==> config.mk <==
export PLATFORM = sky130hd
export DESIGN_NAME = sram_1rw1r_port_arbiter
export DESIGN_NICKNAME = d
export VERILOG_FILES = /design/src/rtl/sram_1rw1r_port_arbiter.sv
export SDC_FILE = /design/constraint.sdc
export NUM_CORES = 1
export LEC_CHECK = 0
export CELL_PAD_IN_SITES_DETAIL_PLACEMENT = 0
export CELL_PAD_IN_SITES_GLOBAL_PLACEMENT = 1
export CORE_UTILIZATION = 30
export DETAILED_ROUTE_END_ITERATION = 7
export GPL_TIMING_DRIVEN = 0
export HOLD_SLACK_MARGIN = 0.02
export PLACE_DENSITY = 0.78
export REMOVE_ABC_BUFFERS = 1
export SLEW_MARGIN = 20
export SYNTH_ARGS = -nofsm -noshare
export SYNTH_HDL_FRONTEND = slang
export SYNTH_SLANG_ARGS = --single-unit
==> constraint.sdc <==
create_clock -name clk -period 10.9 [get_ports clk]
set_input_delay 3.27 -clock clk [delete_from_list [all_inputs] [get_ports clk]]
set_output_delay 3.27 -clock clk [all_outputs]
set_load 0.005 [all_outputs]
==> src/rtl/sram_1rw1r_port_arbiter.sv <==
// Shares a 1RW+1R SRAM macro between a masked-write stream (W) and a read stream (A) on port 0,
// and a read stream (B) on port 1, with registered read responses and valid/ready backpressure.

module sram_1rw1r_resp_slot #(
    parameter int DATA_WIDTH = 32
) (
    input  logic                  clk,
    input  logic                  reset,
    input  logic                  issue,
    input  logic [DATA_WIDTH-1:0] sram_dout,
    input  logic                  resp_ready,
    output logic                  resp_valid,
    output logic [DATA_WIDTH-1:0] resp_data,
    output logic                  can_issue
);
    logic                  in_flight;
    logic                  skid_valid;
    logic [DATA_WIDTH-1:0] skid_data;

    // The skid entry catches a landing read when the consumer stalls on the same edge it arrives,
    // which would otherwise overwrite an unconsumed response.
    always_ff @(posedge clk or posedge reset) begin
        if (reset) begin
            in_flight  <= 1'b0;
            resp_valid <= 1'b0;
            resp_data  <= '0;
            skid_valid <= 1'b0;
            skid_data  <= '0;
        end else begin
            in_flight <= issue;
            if (in_flight) begin
                if (!resp_valid || resp_ready) begin
                    resp_valid <= 1'b1;
                    resp_data  <= sram_dout;
                end else begin
                    skid_valid <= 1'b1;
                    skid_data  <= sram_dout;
                end
            end else if (resp_valid && resp_ready) begin
                if (skid_valid) begin
                    resp_data  <= skid_data;
                    skid_valid <= 1'b0;
                end else begin
                    resp_valid <= 1'b0;
                end
            end
        end
    end

    assign can_issue = !skid_valid && (!resp_valid || resp_ready);
endmodule

module sram_1rw1r_port_arbiter #(
    parameter int DATA_WIDTH = 32,
    parameter int ADDR_WIDTH = 9,
    parameter int NUM_WMASKS = 32
) (
    input  logic                  clk,
    input  logic                  reset,
    input  logic                  w_req_valid,
    output logic                  w_req_ready,
    input  logic [ADDR_WIDTH-1:0] w_req_addr,
    input  logic [DATA_WIDTH-1:0] w_req_data,
    input  logic [NUM_WMASKS-1:0] w_req_mask,
    input  logic                  a_req_valid,
    output logic                  a_req_ready,
    input  logic [ADDR_WIDTH-1:0] a_req_addr,
    output logic                  a_resp_valid,
    input  logic                  a_resp_ready,
    output logic [DATA_WIDTH-1:0] a_resp_data,
    input  logic                  b_req_valid,
    output logic                  b_req_ready,
    input  logic [ADDR_WIDTH-1:0] b_req_addr,
    output logic                  b_resp_valid,
    input  logic                  b_resp_ready,
    output logic [DATA_WIDTH-1:0] b_resp_data,
    output logic                  sram_csb0,
    output logic                  sram_web0,
    output logic [NUM_WMASKS-1:0] sram_wmask0,
    output logic [ADDR_WIDTH-1:0] sram_addr0,
    output logic [DATA_WIDTH-1:0] sram_din0,
    input  logic [DATA_WIDTH-1:0] sram_dout0,
    output logic                  sram_csb1,
    output logic [ADDR_WIDTH-1:0] sram_addr1,
    input  logic [DATA_WIDTH-1:0] sram_dout1
);
    typedef enum logic {RR_W = 1'b0, RR_A = 1'b1} rr_t;

    rr_t  rr, rr_next;
    logic a_can, b_can;
    logic a_elig, b_elig;
    logic grant_w, grant_a, grant_b;

    assign a_elig = a_req_valid && a_can;
    assign b_elig = b_req_valid && b_can;

    always_ff @(posedge clk or posedge reset) begin
        if (reset) rr <= RR_W;
        else       rr <= rr_next;
    end

    always_comb begin
        rr_next = rr;
        grant_w = 1'b0;
        grant_a = 1'b0;
        grant_b = 1'b0;
        if (!reset) begin
            if (w_req_valid && a_elig) begin
                if (rr == RR_W) begin
                    grant_w = 1'b1;
                    rr_next = RR_A;
                end else begin
                    grant_a = 1'b1;
                    rr_next = RR_W;
                end
            end else begin
                grant_w = w_req_valid;
                grant_a = a_elig;
            end
            // Port 1 must not read the word port 0 is writing on the same edge.
            grant_b = b_elig && !(grant_w && (b_req_addr == w_req_addr));
        end
    end

    assign w_req_ready = grant_w;
    assign a_req_ready = grant_a;
    assign b_req_ready = grant_b;

    always_comb begin
        sram_csb0   = 1'b1;
        sram_web0   = 1'b1;
        sram_wmask0 = '0;
        sram_addr0  = '0;
        sram_din0   = '0;
        if (grant_w) begin
            sram_csb0   = 1'b0;
            sram_web0   = 1'b0;
            sram_wmask0 = w_req_mask;
            sram_addr0  = w_req_addr;
            sram_din0   = w_req_data;
        end else if (grant_a) begin
            sram_csb0  = 1'b0;
            sram_addr0 = a_req_addr;
        end
    end

    assign sram_csb1  = !grant_b;
    assign sram_addr1 = grant_b ? b_req_addr : '0;

    sram_1rw1r_resp_slot #(.DATA_WIDTH(DATA_WIDTH)) a_slot (
        .clk        (clk),
        .reset      (reset),
        .issue      (grant_a),
        .sram_dout  (sram_dout0),
        .resp_ready (a_resp_ready),
        .resp_valid (a_resp_valid),
        .resp_data  (a_resp_data),
        .can_issue  (a_can)
    );

    sram_1rw1r_resp_slot #(.DATA_WIDTH(DATA_WIDTH)) b_slot (
        .clk        (clk),
        .reset      (reset),
        .issue      (grant_b),
        .sram_dout  (sram_dout1),
        .resp_ready (b_resp_ready),
        .resp_valid (b_resp_valid),
        .resp_data  (b_resp_data),
        .can_issue  (b_can)
    );
endmodule

==> impl_metrics.env <==
export IMPL_cts_htree_levels=4
export IMPL_netlist_area_mm2=0.00644
export IMPL_grt_usage_pct=18.3
export IMPL_syn2layout_area_growth_pct=64.8
export IMPL_cellPowerDensity_mw_per_mm2=195
export IMPL_ant_nets=0
export IMPL_place_inst=1129
export IMPL_power_share_clock_pct=27.3
export IMPL_ir_drop_mv=0.0719
export IMPL_dpl_hpwl_um=15200
export IMPL_cts_hold_buffers=0
export IMPL_p_int_uw=1500
export IMPL_max_stage_delay_ns=0.64
export IMPL_io_pins=316
export IMPL_fin_ws_ns=1.95
export IMPL_post_place_ws_ns=1.90
export IMPL_p_seq_share_pct=39.0
export IMPL_first_pass_iters=4
export IMPL_nets=1035
export IMPL_cp_max_fo=73
export IMPL_postPlaceCellArea_mm2=0.0100
export IMPL_synth_edf_count=0
export IMPL_hold_viol=0
export IMPL_slowest_stage="and3_1"
export IMPL_finalMaxSlewViolations=0
export IMPL_fillers=1902
export IMPL_yosys_top_cells_area="dfrtp_1 52%, mux2_2 11%, mux2i_1 10%"
export IMPL_cts_root_buf="clkbuf_16"
export IMPL_fin_area_mm2=0.0106
export IMPL_synth_top_cell_by_area="dfrtp_1"
export IMPL_clock_sinks=135
export IMPL_start_util_pct=30.6
export IMPL_switching_share_pct=27.3
export IMPL_status="complete, no violations"
export IMPL_clk_pin_slew_ns=0.06
export IMPL_drt_iter0_markers=125
export IMPL_p_leak_uw=0.00432
export IMPL_async_reset_ff_share_pct=100
export IMPL_start_kind="input pin"
export IMPL_wl_per_cell_um=17.1
export IMPL_cpMostUsedCell="clkdlybuf4s50_1"
export IMPL_drv_cap=0
export IMPL_portBuffers=315
export IMPL_path_class="in -> out"
export IMPL_fmax_ghz=0.112
export IMPL_ctsResizeCount=0
export IMPL_core_mm2=0.0210
export IMPL_die_area_mm2=0.0220
export IMPL_ys_ff_latch=135
export IMPL_worstMarginPinSlew_ns=1.03
export IMPL_place_congestion=0.777
export IMPL_critPathCaptureType="output port"
export IMPL_synth_cell_types=31
export IMPL_dr_total_vias=5203
export IMPL_hp_class="reg -> reg"
export IMPL_via_per_inst=4.48
export IMPL_cp_required_ns=7.63
export IMPL_overflow=0
export IMPL_synth_top_area_share_pct=52.5
export IMPL_crit_chain="clkdlybuf4s50_1 > inv_8 > and3_1 > a22o_1 > clkdlybuf4s50_1"
export IMPL_period_share_pct=82.1
export IMPL_ys_warn_count=0
export IMPL_synth_avg_cell_area_um2=11.4
export IMPL_cts_tree="yes"
export IMPL_final_cells=1162
export IMPL_first_global_vias=5334
export IMPL_period_needed_ns=8.95
export IMPL_cp_arrival_ns=5.68
export IMPL_switchingPower_uw=566
export IMPL_post_cts_setup_buffers=0
export IMPL_multi_input_area_mm2=0.00284
export IMPL_ys_flop_type="dfrtp_1"
export IMPL_clkLatencyLatePin_ns=0.41
export IMPL_drc=0
export IMPL_numCtsBuffers=17
export IMPL_synth_cells=565
export IMPL_grt_max_degree=74
export IMPL_die_x_um=148
export IMPL_fin_skew_ns=0.00794
export IMPL_yosysSeqAreaShare_pct=52.5
export IMPL_relSlewSlack_pct=31.0
export IMPL_comb_power_share_pct=33.7
export IMPL_final_seq_area_mm2=0.00338
export IMPL_die_y_um=148
export IMPL_finalSetupViolCount=0
export IMPL_totalWireLength_um=19900
export IMPL_cts_path_max_buffers=2
export IMPL_final_layout_size_suffix_gt1_share_pct=14.2
export IMPL_rsz0062_at_grt="false"
export IMPL_row_count=53
export IMPL_grt_pass1_wl_um=30200
export IMPL_antenna_found_initial=1
[logic make-up after synthesis]
kind of cell | share of synthesized area [%]
flip-flops | 52.5
XOR/XNOR | 1.36
multiplexers | 21.1
AND/OR/NAND/NOR | 14.0
AO/OA/AOI/OAI | 7.37
buffers and inverters | 3.69
[through the flow]
step | hold slack, ns | power [uW] | util (%) | TNS [ns]
6_report | 0.501 | 2070 | 50.5 | 0
5_1_grt | 0.507 | 2210 | 50.5 | 0
4_1_cts | 0.505 | 2110 | 50.4 | 0
3_5_place_dp | 0.492 | 1530 | 47.7 | 0
3_3_place_gp | 0.486 | 1490 | 46.2 | -22.24
2_1_floorplan | 0.479 | 1110 | - | 0
[routing by layer]
metal | vias to the layer above | GRT usage (%) | routed length (um)
li1 | 2548 | - | -
met3 | 16 | 7.82 | 1790
met5 | - | 0 | 0
met1 | 2476 | 21.2 | 7900
met2 | 163 | 30.4 | 9930
met4 | 0 | 5.88 | 272
[power groups by stage]
| stage | sequential (uW) | combinational (uW) | clock (uW) |
|---|---|---|---|
| after floorplan | 815 | 291 | 0 |
| after global placement | 815 | 675 | 0 |
| after detailed placement | 819 | 706 | 0 |
| after CTS | 811 | 711 | 585 |
| after global routing | 837 | 764 | 605 |
| final | 808 | 698 | 565 |
[cells in the final DEF, fill, tap and decap left out, types with 2 or more instances in the layout]
master,n
clkbuf_16,17
clkinv_4,2
bufinv_16,2
xnor2_1,10
mux2i_1,64
and2_1,57
a22o_1,9
buf_16,9
nor2_1,78
clkbuf_8,2
clkinvlp_4,3
clkinv_2,3
dfrtp_2,2
nor2_4,2
mux2_2,64
a21oi_1,68
nand2_2,2
nand2_1,13
nand4_1,2
nand2b_1,4
and2_4,7
clkbuf_1,2
buf_12,2
dfrtp_1,133
clkdlybuf4s50_1,315
[cells in the mapped netlist, types with 6 or more instances]
| cell type | number |
|---|---|
| a21oi_1 | 68 |
| buf_6 | 6 |
| dfrtp_1 | 135 |
| and2_4 | 7 |
| mux2i_1 | 64 |
| mux2_2 | 64 |
| buf_2 | 24 |
| xnor2_1 | 10 |
| nor2_1 | 78 |
| nand2_1 | 15 |
| a22o_1 | 9 |
| and2_1 | 57 |
[critical path, delay by kind of cell]
kind / cells / cell delay, ns
compound gates: 1 / 0.25
buf+inv: 3 / 1.51
simple gates: 1 / 0.64
[state kept, by name, indices dropped and copies added (netlist names)]
signal	flops
b_slot.resp_data	32
b_slot.skid_valid	1
a_slot.skid_data	32
b_slot.resp_valid	1
b_slot.skid_data	32
a_slot.in_flight	1
b_slot.in_flight	1
a_slot.resp_data	32
a_slot.resp_valid	1
a_slot.skid_valid	1
rr	1
[final cells by class]
type                            instances  area share (%)
Inverter                                2           0.142
Sequential cell                       135            31.9
Multi-Input combinational cell        391            26.8
Clock inverter                         11            1.17
Antenna cell                            1          0.0236
Tap cell                              275            3.24
Timing Repair Buffer                  326            32.4
Clock buffer                           21            4.34
[final timing paths]
path                                                  start                               end  slack [ns]  depth (start not counted)
setup reg to reg                 a_slot.in_flight$_DFF_PP0_  a_slot.skid_data[21]$_DFFE_PP0P_        8.87                          3
hold reg to reg            b_slot.skid_data[15]$_DFFE_PP0P_  b_slot.skid_data[15]$_DFFE_PP0P_        0.50                          1
min in group asynchronous                             reset  b_slot.skid_data[28]$_DFFE_PP0P_        3.40                          2
max in group asynchronous                             reset  a_slot.resp_data[11]$_DFFE_PP0P_        6.79                          3
setup / recovery                                      reset                     sram_addr0[3]        1.95                          5
hold / removal             b_slot.skid_data[15]$_DFFE_PP0P_  b_slot.skid_data[15]$_DFFE_PP0P_        0.50                          1
Note: power is estimated with default switching activity, not from simulation.
